File: src/rtl/hamming_tx_encoder.sv
// hamming_tx_encoder
// Transmit side of the 16-bit extended Hamming link. Each accepted message
// byte becomes two (8,4) codewords, {enc(high nibble), enc(low nibble)},
// which are shifted out MSB-first with every bit held for BIT_CYCLES clocks.
// A single holding buffer lets the next byte be taken while the current frame
// is still on the line, so consecutive frames follow each other with no gap.
// BIT_CYCLES must lie in 1..256.
module hamming_tx_encoder #(
  parameter int BIT_CYCLES = 4
) (
  input  logic       clock,
  input  logic       reset,
  input  logic [7:0] in_data,
  input  logic       in_valid,
  output logic       in_ready,
  output logic       tx_bit,
  output logic       tx_valid,
  output logic       tx_start,
  output logic       tx_done
);

  // A one-bit counter is kept even when BIT_CYCLES is 1 so the logic below
  // needs no special case; it simply never leaves zero.
  localparam int              CycW    = (BIT_CYCLES > 1) ? $clog2(BIT_CYCLES) : 1;
  localparam logic [CycW-1:0] CycLast = CycW'(BIT_CYCLES - 1);

  typedef enum logic {
    IDLE,
    SHIFT
  } state_e;

  state_e          state_q, state_d;
  logic [3:0]      bitCnt_q, bitCnt_d;
  logic [CycW-1:0] cycCnt_q, cycCnt_d;
  logic [15:0]     shiftReg_q, shiftReg_d;
  logic [15:0]     holdBuf_q, holdBuf_d;
  logic            bufFull_q, bufFull_d;

  logic [15:0]     codeword;
  logic            accept;
  logic            bitLast;
  logic            frameLast;

  // Extended Hamming (8,4): data on bits 7,6,5,3, parity on 4,2,1 and an
  // overall even-parity bit on bit 0 covering the other seven.
  function automatic logic [7:0] encodeNibble(input logic [3:0] d);
    logic [7:1] upper;
    upper = {d[3], d[2], d[1],
             d[1] ^ d[2] ^ d[3],
             d[0],
             d[0] ^ d[2] ^ d[3],
             d[0] ^ d[1] ^ d[3]};
    return {upper, ^upper};
  endfunction

  // Only the encoded word is stored, so encoding happens at accept time.
  assign codeword = {encodeNibble(in_data[7:4]), encodeNibble(in_data[3:0])};

  // The buffer is the only thing that can refuse a byte; reset also refuses.
  assign in_ready  = !reset && !bufFull_q;
  assign accept    = in_valid && in_ready;
  assign bitLast   = (cycCnt_q == CycLast);
  assign frameLast = (state_q == SHIFT) && (bitCnt_q == 4'd0) && bitLast;

  // Next-state logic: bit timing, shifting, buffer fill and frame chaining.
  always_comb begin
    state_d    = state_q;
    bitCnt_d   = bitCnt_q;
    cycCnt_d   = cycCnt_q;
    shiftReg_d = shiftReg_q;
    holdBuf_d  = holdBuf_q;
    bufFull_d  = bufFull_q;

    case (state_q)
      IDLE: begin
        if (accept) begin
          state_d    = SHIFT;
          shiftReg_d = codeword;
          bitCnt_d   = 4'd15;
          cycCnt_d   = '0;
        end
      end

      SHIFT: begin
        if (!bitLast) begin
          cycCnt_d = cycCnt_q + 1'b1;
        end else if (bitCnt_q != 4'd0) begin
          cycCnt_d   = '0;
          bitCnt_d   = bitCnt_q - 4'd1;
          shiftReg_d = {shiftReg_q[14:0], 1'b0};
        end else begin
          // Last cycle of bit 0: chain the next frame if one is available,
          // preferring the buffered byte since it arrived first.
          cycCnt_d = '0;
          bitCnt_d = 4'd15;
          if (bufFull_q) begin
            shiftReg_d = holdBuf_q;
            bufFull_d  = 1'b0;
          end else if (accept) begin
            shiftReg_d = codeword;
          end else begin
            state_d    = IDLE;
            shiftReg_d = '0;
          end
        end

        // A byte taken mid-frame waits in the buffer; one taken on the final
        // cycle was already routed straight into the shift register above.
        if (accept && !frameLast) begin
          holdBuf_d = codeword;
          bufFull_d = 1'b1;
        end
      end

      default: begin
        state_d = IDLE;
      end
    endcase
  end

  // State register with synchronous reset; reset drops any frame in flight.
  always_ff @(posedge clock) begin
    if (reset) begin
      state_q    <= IDLE;
      bitCnt_q   <= '0;
      cycCnt_q   <= '0;
      shiftReg_q <= '0;
      holdBuf_q  <= '0;
      bufFull_q  <= 1'b0;
    end else begin
      state_q    <= state_d;
      bitCnt_q   <= bitCnt_d;
      cycCnt_q   <= cycCnt_d;
      shiftReg_q <= shiftReg_d;
      holdBuf_q  <= holdBuf_d;
      bufFull_q  <= bufFull_d;
    end
  end

  // Line outputs are decoded from registered state, so all are zero in IDLE.
  always_comb begin
    tx_bit   = 1'b0;
    tx_valid = 1'b0;
    tx_start = 1'b0;
    tx_done  = 1'b0;
    if (state_q == SHIFT) begin
      tx_valid = 1'b1;
      tx_bit   = shiftReg_q[15];
      tx_start = (bitCnt_q == 4'd15) && (cycCnt_q == '0);
      tx_done  = frameLast;
    end
  end

endmodule

File: config.mk
export PLATFORM = sky130hd
export DESIGN_NAME = hamming_tx_encoder
export DESIGN_NICKNAME = d
export VERILOG_FILES = /design/src/rtl/hamming_tx_encoder.sv
export SDC_FILE = /design/constraint.sdc
export NUM_CORES = 1
export LEC_CHECK = 0
export ABC_AREA = 1
export CAP_MARGIN = 20
export CORE_MARGIN = 1.5
export CORE_UTILIZATION = 50
export CTS_BUF_LIST = sky130_fd_sc_hd__clkbuf_16
export CTS_CLUSTER_SIZE = 25
export DETAILED_ROUTE_END_ITERATION = 12
export HOLD_SLACK_MARGIN = 0.1
export PLACE_DENSITY_LB_ADDON = 0.3
export SLEW_MARGIN = 20
export SYNTH_ARGS = -nofsm -noshare
export SYNTH_HDL_FRONTEND = slang
export SYNTH_SLANG_ARGS = --single-unit
File: constraint.sdc
create_clock -name clock -period 2 [get_ports clock]
set_input_delay 0.3 -clock clock [delete_from_list [all_inputs] [get_ports clock]]
set_output_delay 0.3 -clock clock [all_outputs]
set_load 0.02 [all_outputs]
Word-level counts from Yosys, hierarchy flattened
Cells that the tools add are included.
- flip-flop bits (word level): 40
- bits of input ports: 11
- output and inout port bits: 5
- word-level logic and storage cells: 69
- add/sub/neg operators: 2
- eq/ne operators: 5
- mux-type cells: 25
- bitwise gates (word level): 13
- reductions and logical operators: 18
- operators by type and width (kind ; number):
    $mux 16 ; 5
    $pmux 16 s2 ; 1
    $reduce_xor 7->1 ; 2
    $mux 4 ; 3
    $xor 1x1->1 ; 12
    $mux 1 ; 11
    $pmux 4 s2 ; 1
    $logic_and 1x1->1 ; 6
    $eq 4x4->1 const B ; 1
    $logic_not 4->1 ; 1
    $mux 2 ; 2
    $ne 2x1->1 const B ; 2
    $pmux 2 s2 ; 1
    $reduce_and 2->1 ; 2
    $reduce_bool 4->1 ; 1
    $sub 4x1->4 const B ; 1
    $logic_not 1->1 ; 3
    $reduce_and 3->1 ; 1
    $add 2x1->2 const B ; 1
    $eq 2x2->1 const B ; 1
    $logic_not 2->1 ; 1
    $ne 2x2->1 const B ; 1
    $pmux 1 s2 ; 1
    $reduce_bool 2->1 ; 1
    $not 1->1 ; 1

Logic depth before layout (Yosys ltp)
- depth in word-level cells: 8
- mapped depth: 10
- mapped depth without buffers: 9

Worst setup path after synthesis
Ideal clock, no wire load.
- path kind: reg-to-output
- start point: register state_q
- end point: output port tx_start
- arrival time: 1364 ps
- required time: 1700 ps
- slack: 336 ps
- stages on the path, launching flop included: 4
- path buffers: 1
- cells stage by stage: dfxtp_1 -> clkbuf_1 -> nand3_1 -> nor3_1
- word-level cells in the longest chain between the ends: 1
- ends and longest elaborated chain (element ; line ; RTL):
    start, declared ; 32 ; state_e state_q, state_d;
    start signal, assigned ; 131 ; state_q <= state_d;
    $mux 1 ; 146 ; if (state_q == SHIFT) begin
    end, declared ; 18 ; output logic tx_start,
Every way passes these cells.

Worst setup path in the final report
- start point: register state_q
- end point: output port tx_bit
- word-level cells in the longest chain between the ends: 1
- ends and longest elaborated chain (element ; line ; RTL):
    $mux 1 ; 146 ;
    end, declared ; 16 ; output logic tx_bit,
Every way passes these cells.

==> results.md <==
* Startpoint types: flip-flop
* Synthesized instance count at approximately 340
* Die H at between 70 and 80 µm
* Fillers at between 400 and 500
* Count leader, synth: nand2_1
* Clock Skew at ~2.6 ps
* EDFF count, synth at 0
* 1st-pass router iterations at 5
* Area grow syn2layout at 15.50%
* HPWL Detailed at a little under 4 mm
* Slowest cell on the critical path: clkdlybuf4s50_1
* Worst EP required at 1700 ps
* Critical Path AT at 1560 ps
* H-tree lvl count at 2
* Avg Cell Area, Syn at 6.674 µm²
* # setup viols final at 0
* Met3 usage at 6.061%
* Vias at 2344
* Synth warn at 0
* Worst Path Max Fanout at 13
* Largest net degree at the start of global routing at 24
* Post-DRT Antenna Nets at 0
* Crit path kind: flip-flop to primary output
* Kind of cell adding the most delay to the critical path: buffers and inverters
* CTS root buf: clkbuf_16
* First-pass GRT wire length at slightly below 10 mm
* Post-Route Setup TNS at 0 ps
* WL per Instance at 14.12 µm
* Static Leak at about 1.2 nW
* Synth Net Count at about 360
* Antenna Cells at 0
* Num CTS Buffers at 5
* Synth top area share at a little over a third
* Pre-CTS setup slack at 141.4 ps
* DRC at 0
* Final GP Congestion at 0.9308
* WP buf/inv at 3
* Fin crit share at 93.19%
* Flops & latches, synth at 40
* Tmin final at approximately 1900 ps
* Row count at 24
* Antenna violations before repair at 0
* CTS Sinks at 40
* Gr busiest metal: met2
* IO Port Bufs at 15
* DIE WIDTH at 70.47 µm
* Synth unique cells at 26
* Clock transition at the registers of the reported paths at approximately 60 ps
* Worst rel slew slack at 61.96%
* CTS Hold Bufs at 0
* Power Total at 2.128 mW
* Hold Fails Final Rpt at 0
* Non-Filler Instances at 411
* Share of layout cells above drive strength 1 at under 10%
* Synth Cell Area at 0.002276 mm²
* Die ar. at between 0.004 and 0.005 mm²
* Cells along the critical path: buf_4 > nand2_1 > inv_1 > clkdlybuf4s50_1
* Clk_lat worst skew at 280 ps
* CTS tree: done
* Synth area leaders: dfxtp_1 (35%), nand2_1 (16%), a21oi_1 (13%)
* Run status: completed
* Worst vdd ir at 0.3751 mV
* Met1 Use GR at 31.13%
* Met2 Use GR at around 42%
* Post-route setup slack at 136.3 ps
* Most common library cells after synthesis: nand2_1 (96), a21oi_1 (58), dfxtp_1 (40)
* Initial core utilization at 52.27%
* Slew Limit Fails at 0
* Async SR Flop Fraction at 0%
* Crit end category: primary output
* RSZ-0062 raised after global routing: false
* Clock Tree Buf Depth at 2
* Vias in the first global route at roughly 2.2k
* Max stage delay on crit path at 590 ps
* Initial DRC Count at 244
* Core area at between 0.004 and 0.005 mm²
* # IOs at 16
* Gr ovfl total at 0
* Post-synth top flop: dfxtp_1
* Max cap viols at 0
* WL final at 5.805 mm
* Least-Margin Pin Slew at 570.0 ps
* Total GRT Usage at 25.10%
* HP Class: flip-flop to flip-flop
* FMAX at 0.5366 GHz
* Nets at between 300 and 400
* DR vias/cell at 5.703
* Synth area leader: dfxtp_1
* PD cells at around 810 mW/mm²
* Cells after DPL at 404
* Seq/Total Area, Yosys at a little over a third
[layout by cell type (no fill, tap or decap), types with 5 or more instances in the layout]
| cell type | instances |
|---|---|
| clkbuf_16 | 5 |
| dfxtp_1 | 40 |
| clkdlybuf4s50_1 | 13 |
| buf_4 | 12 |
| nand2_1 | 96 |
| inv_1 | 30 |
| a21oi_1 | 58 |
| ha_1 | 5 |
| nand4_1 | 7 |
| nand3_1 | 30 |
| o21ai_0 | 26 |
| o21a_1 | 13 |
[stage by stage]
step           hold WS [ps]  instance area, µm²  utilization [%]
6_report              465.7                2629            60.37
3_5_place_dp          456.8                2491            57.21
5_1_grt               488.3                2629            60.37
3_3_place_gp          452.9                2491            57.21
2_1_floorplan         443.0                2276                -
4_1_cts               465.7                2624            60.26
[worst paths after layout]
kind	start	end	slack [ps]	cells past startpoint
min reg2reg	shiftReg_q[8]$_SDFFE_PP0P_	shiftReg_q[8]$_SDFFE_PP0P_	470	2
max reg2reg	bitCnt_q[0]$_SDFFE_PP0P_	holdBuf_q[7]$_SDFFE_PP0P_	160	10
min	shiftReg_q[8]$_SDFFE_PP0P_	shiftReg_q[8]$_SDFFE_PP0P_	470	2
max	state_q$_SDFF_PP0_	tx_bit	140	4
[state kept, by name (all words and copies together) (netlist names)]
register and flops:
cycCnt_q 2, bufFull_q 1, holdBuf_q 16, shiftReg_q 16, state_q 1, bitCnt_q 4
[where the power goes]
group	switching [mW]	total (mW)	internal, mW	leakage [nW]
sequential	0.0335	0.893	0.859	0.328
combinational	0.316	0.496	0.180	0.800
clock	0.292	0.740	0.447	0.0709
total	0.642	2.13	1.49	1.20
[layer usage]
layer	up-vias	wire, µm
li1	1168	-
met1	1083	2545
met2	78	2762
met3	15	358
met4	0	138
met5	-	0
[worst reg2reg max path: cells and delay by family, from the launching register on]
family | cells | cell delay, ps
and+or+nand+nor | 5 | 620
buffers and inverters | 3 | 470
DFF | 1 | 330
adders and majority gates | 1 | 220
AOI/OAI and AO/OA | 1 | 130
[cell families after synthesis]
kind of cell	Yosys count	share of synthesized area [%]
AOI/OAI and AO/OA	100	23.75
xor gates and xnor gates	2	0.7698
adders and majority gates	5	2.749
buffers and inverters	49	9.510
DFF	40	35.18
and+or+nand+nor	145	28.04
[cell type report]
type | count | area (µm²) | area share, %
Sequential cell | 40 | 800.8 | 30.46
Inverter | 33 | 128.9 | 4.902
Clock buffer | 5 | 125.1 | 4.760
Multi-Input combinational cell | 252 | 1259 | 47.88
Tap cell | 52 | 65.06 | 2.475
Clock inverter | 2 | 8.758 | 0.3332
Timing Repair Buffer | 27 | 241.5 | 9.186
[repair_timing]
| item | 4_1_cts | 5_1_grt |
|---|---|---|
| resized for setup | 1 | 2 |
| endpoints found under the setup margin | 1 | 6 |
| pin swaps | 0 | 0 |
| buffers inserted | 0 | 0 |
(Power assumes the default switching activity.)
==> patch (same settings) <==
Change the parameter `BIT_CYCLES` from 4 to 8.
--- a/src/rtl/hamming_tx_encoder.sv
+++ b/src/rtl/hamming_tx_encoder.sv
@@ -6,7 +6,7 @@
 // is still on the line, so consecutive frames follow each other with no gap.
 // BIT_CYCLES must lie in 1..256.
 module hamming_tx_encoder #(
-  parameter int BIT_CYCLES = 4
+  parameter int BIT_CYCLES = 8
 ) (
   input  logic       clock,
   input  logic       reset,
Function: changed (a bounded check fails within 10 cycles, from zero or initial values and one cycle with reset high).
==> patch against the original RTL <==
- core utilization is 0.17 points higher
- die area rose by 2.3%
- worst setup slack improved by 75 ps
- final cell count grew 1.7%
- power is 2.6% higher
- sequential cell count up 1
- routed wire length rose by 1.1%
- cell area grew 1.7%
- non-clock buffer count shrank 1
- synthesized area up 2.4%
==> patch: results (changes against the original RTL) <==
- Post-CTS Setup Repair Bufs: 0 (unchanged)
- Seq. pwr: 0.914 mW (+2.4%)
- Asr flop ratio synth: 0 (unchanged)
- Later-pin clock latency in the skew report: 290 ps
- Non-Filler Instances: 418 (+1.7%)
- Total power: 2.183 mW (+2.6%)
- Status: finished, final reports clean
- Detailed Place HPWL: 3946 um (about the same)
- Min-Delay Path Class: reg2reg
- Crit path max-delay family: simple AND/OR/NAND/NOR gates
- Syn nets: 366 (+2.5%)
- Layout cells sized above 1: 0.09016 (+0.01217)
- WP data arrival: 2010 ps (+450 ps)
- CP max stage delay: 330 ps (-260 ps)
- Initial drt markers: 245 (+0.41%)
- YS warnings: 0 (unchanged)
- WL final: 5866 um (+1.1%)
- Worst-path maximum fanout: 18 (+5)
- Worst Hold Launch: holdBuf_q[1]
- Pleak: 1.197 nW (-0.17%)
- Vias post-DR: 2320 (-1.0%)
- Crit start category: flip-flop
- Crit-path slowest cell: dfxtp_1
- Largest regs: holdBuf_q x16, shiftReg_q x16, bitCnt_q x4
- Die span in x: 71.28 um (+1.2%)
- Synth cell count leaders: 98 x nand2_1, 60 x a21oi_1, 41 x dfxtp_1, 28 x inv_1, 27 x nand3_1
- Clk_skew: 2.981 ps (+0.3425 ps)
- GRT Util Overall: 0.2453 (-0.005628)
- Post-Place Cell Area: 2529 um2 (+1.5%)
- Largest net degree at the start of global routing: 24 (unchanged)
- Seq/Total Area, Yosys: 0.3521 (about the same)
- Nets: 382 (+1.9%)
- Initial antenna violation count: 0 (unchanged)
- Most frequent cell after synthesis: nand2_1
- Vias in the first global route: 2141 (-0.97%)
- Netlist cell types: 23 (-12%)
- Worst Tran Pin Value: 608.5 ps (+38.44 ps)
- Htree depth: 2 (unchanged)
- Reg clk slew, reported paths: 60 ps (about the same)
- Most common flop cell mapped by yosys: dfxtp_1
- Cells after Synth: 349 (+2.3%)
- CTS buffer count: 5 (unchanged)
- Clk. pwr: 0.788 mW (+6.5%)
- Ant diodes: 0 (unchanged)
- Synth area leaders: dfxtp_1 35%, nand2_1 16%, a21oi_1 13%, nand3_1 5.8%, o21ai_0 5.6%
- Peak VDD IR: 0.0004781 V (+27%)
- RePlAce Congestion: 0.8771 (-5.8%)
- Cell Int Power: 1.501 mW (+1.0%)
- Total placed cells including tap cells: 410 (+1.5%)
- First-pass GRT wire length: 9936 um (-0.13%)
- Pre-CTS setup slack: 91.50 ps (-49.92 ps)
-- patch: changes by cell type after synthesis, moves of 2 or more --
cell	delta
inv_2	+2
a21oi_1	+2
o21ai_1	+3
nand3_1	-3
nor2_2	+2
nand2_2	+3
buf_2	+2
nand2_1	+2
-- patch: path summary, 6_finish.rpt --
kind                                      to  slack (ps)  cells after the start
worst max-delay path            holdBuf_q[6]         210                     10
worst min-delay path            holdBuf_q[1]         470                      2
worst max register to register  holdBuf_q[6]         210                     10
worst min register to register  holdBuf_q[1]         470                      2
-- patch: final cells by class --
| class | count | area, um2 |
|---|---|---|
| clock buffers | 5 | 125.1 |
| clock inverters | 3 | 13.76 |
| fillers | 416 | 1742 |
| inverters | 33 | 126.4 |
| multi-input cells | 258 | 1295 |
| flip-flops and latches | 41 | 820.8 |
| well taps | 52 | 65.06 |
| repair buffers | 26 | 226.5 |
-- patch: cells by family after synthesis --
kind of cell             after synthesis  share of synthesized area
AO/OA/AOI/OAI                        104                     0.2394
XOR/XNOR                               1                   0.003758
adder cells (fa/ha/maj)                6                    0.03221
buffers and inverters                 50                    0.09608
flip-flops                            41                     0.3521
AND/OR/NAND/NOR                      147                     0.2764
-- patch: per-layer routing --
metal | GRT usage | routed length (um) | up-vias
met3 | 0.04360 | 326 | 6
met1 | 0.3537 | 2864 | 1049
li1 | - | - | 1196
met2 | 0.3807 | 2627 | 69
met4 | 0.06499 | 48 | 0
met5 | 0 | 0 | -
-- patch: worst min-delay path: cells and delay by family (launching register included) --
kind,cells,cell delay [ps]
DFF,1,310
AOI/OAI and AO/OA,1,50
and+or+nand+nor,1,60
-- patch: timing repair --
item	in CTS	in global routing
gates resized for setup	2	4
pin swaps	0	0
hold endpoints to repair	0	0
setup endpoints to repair	2	7
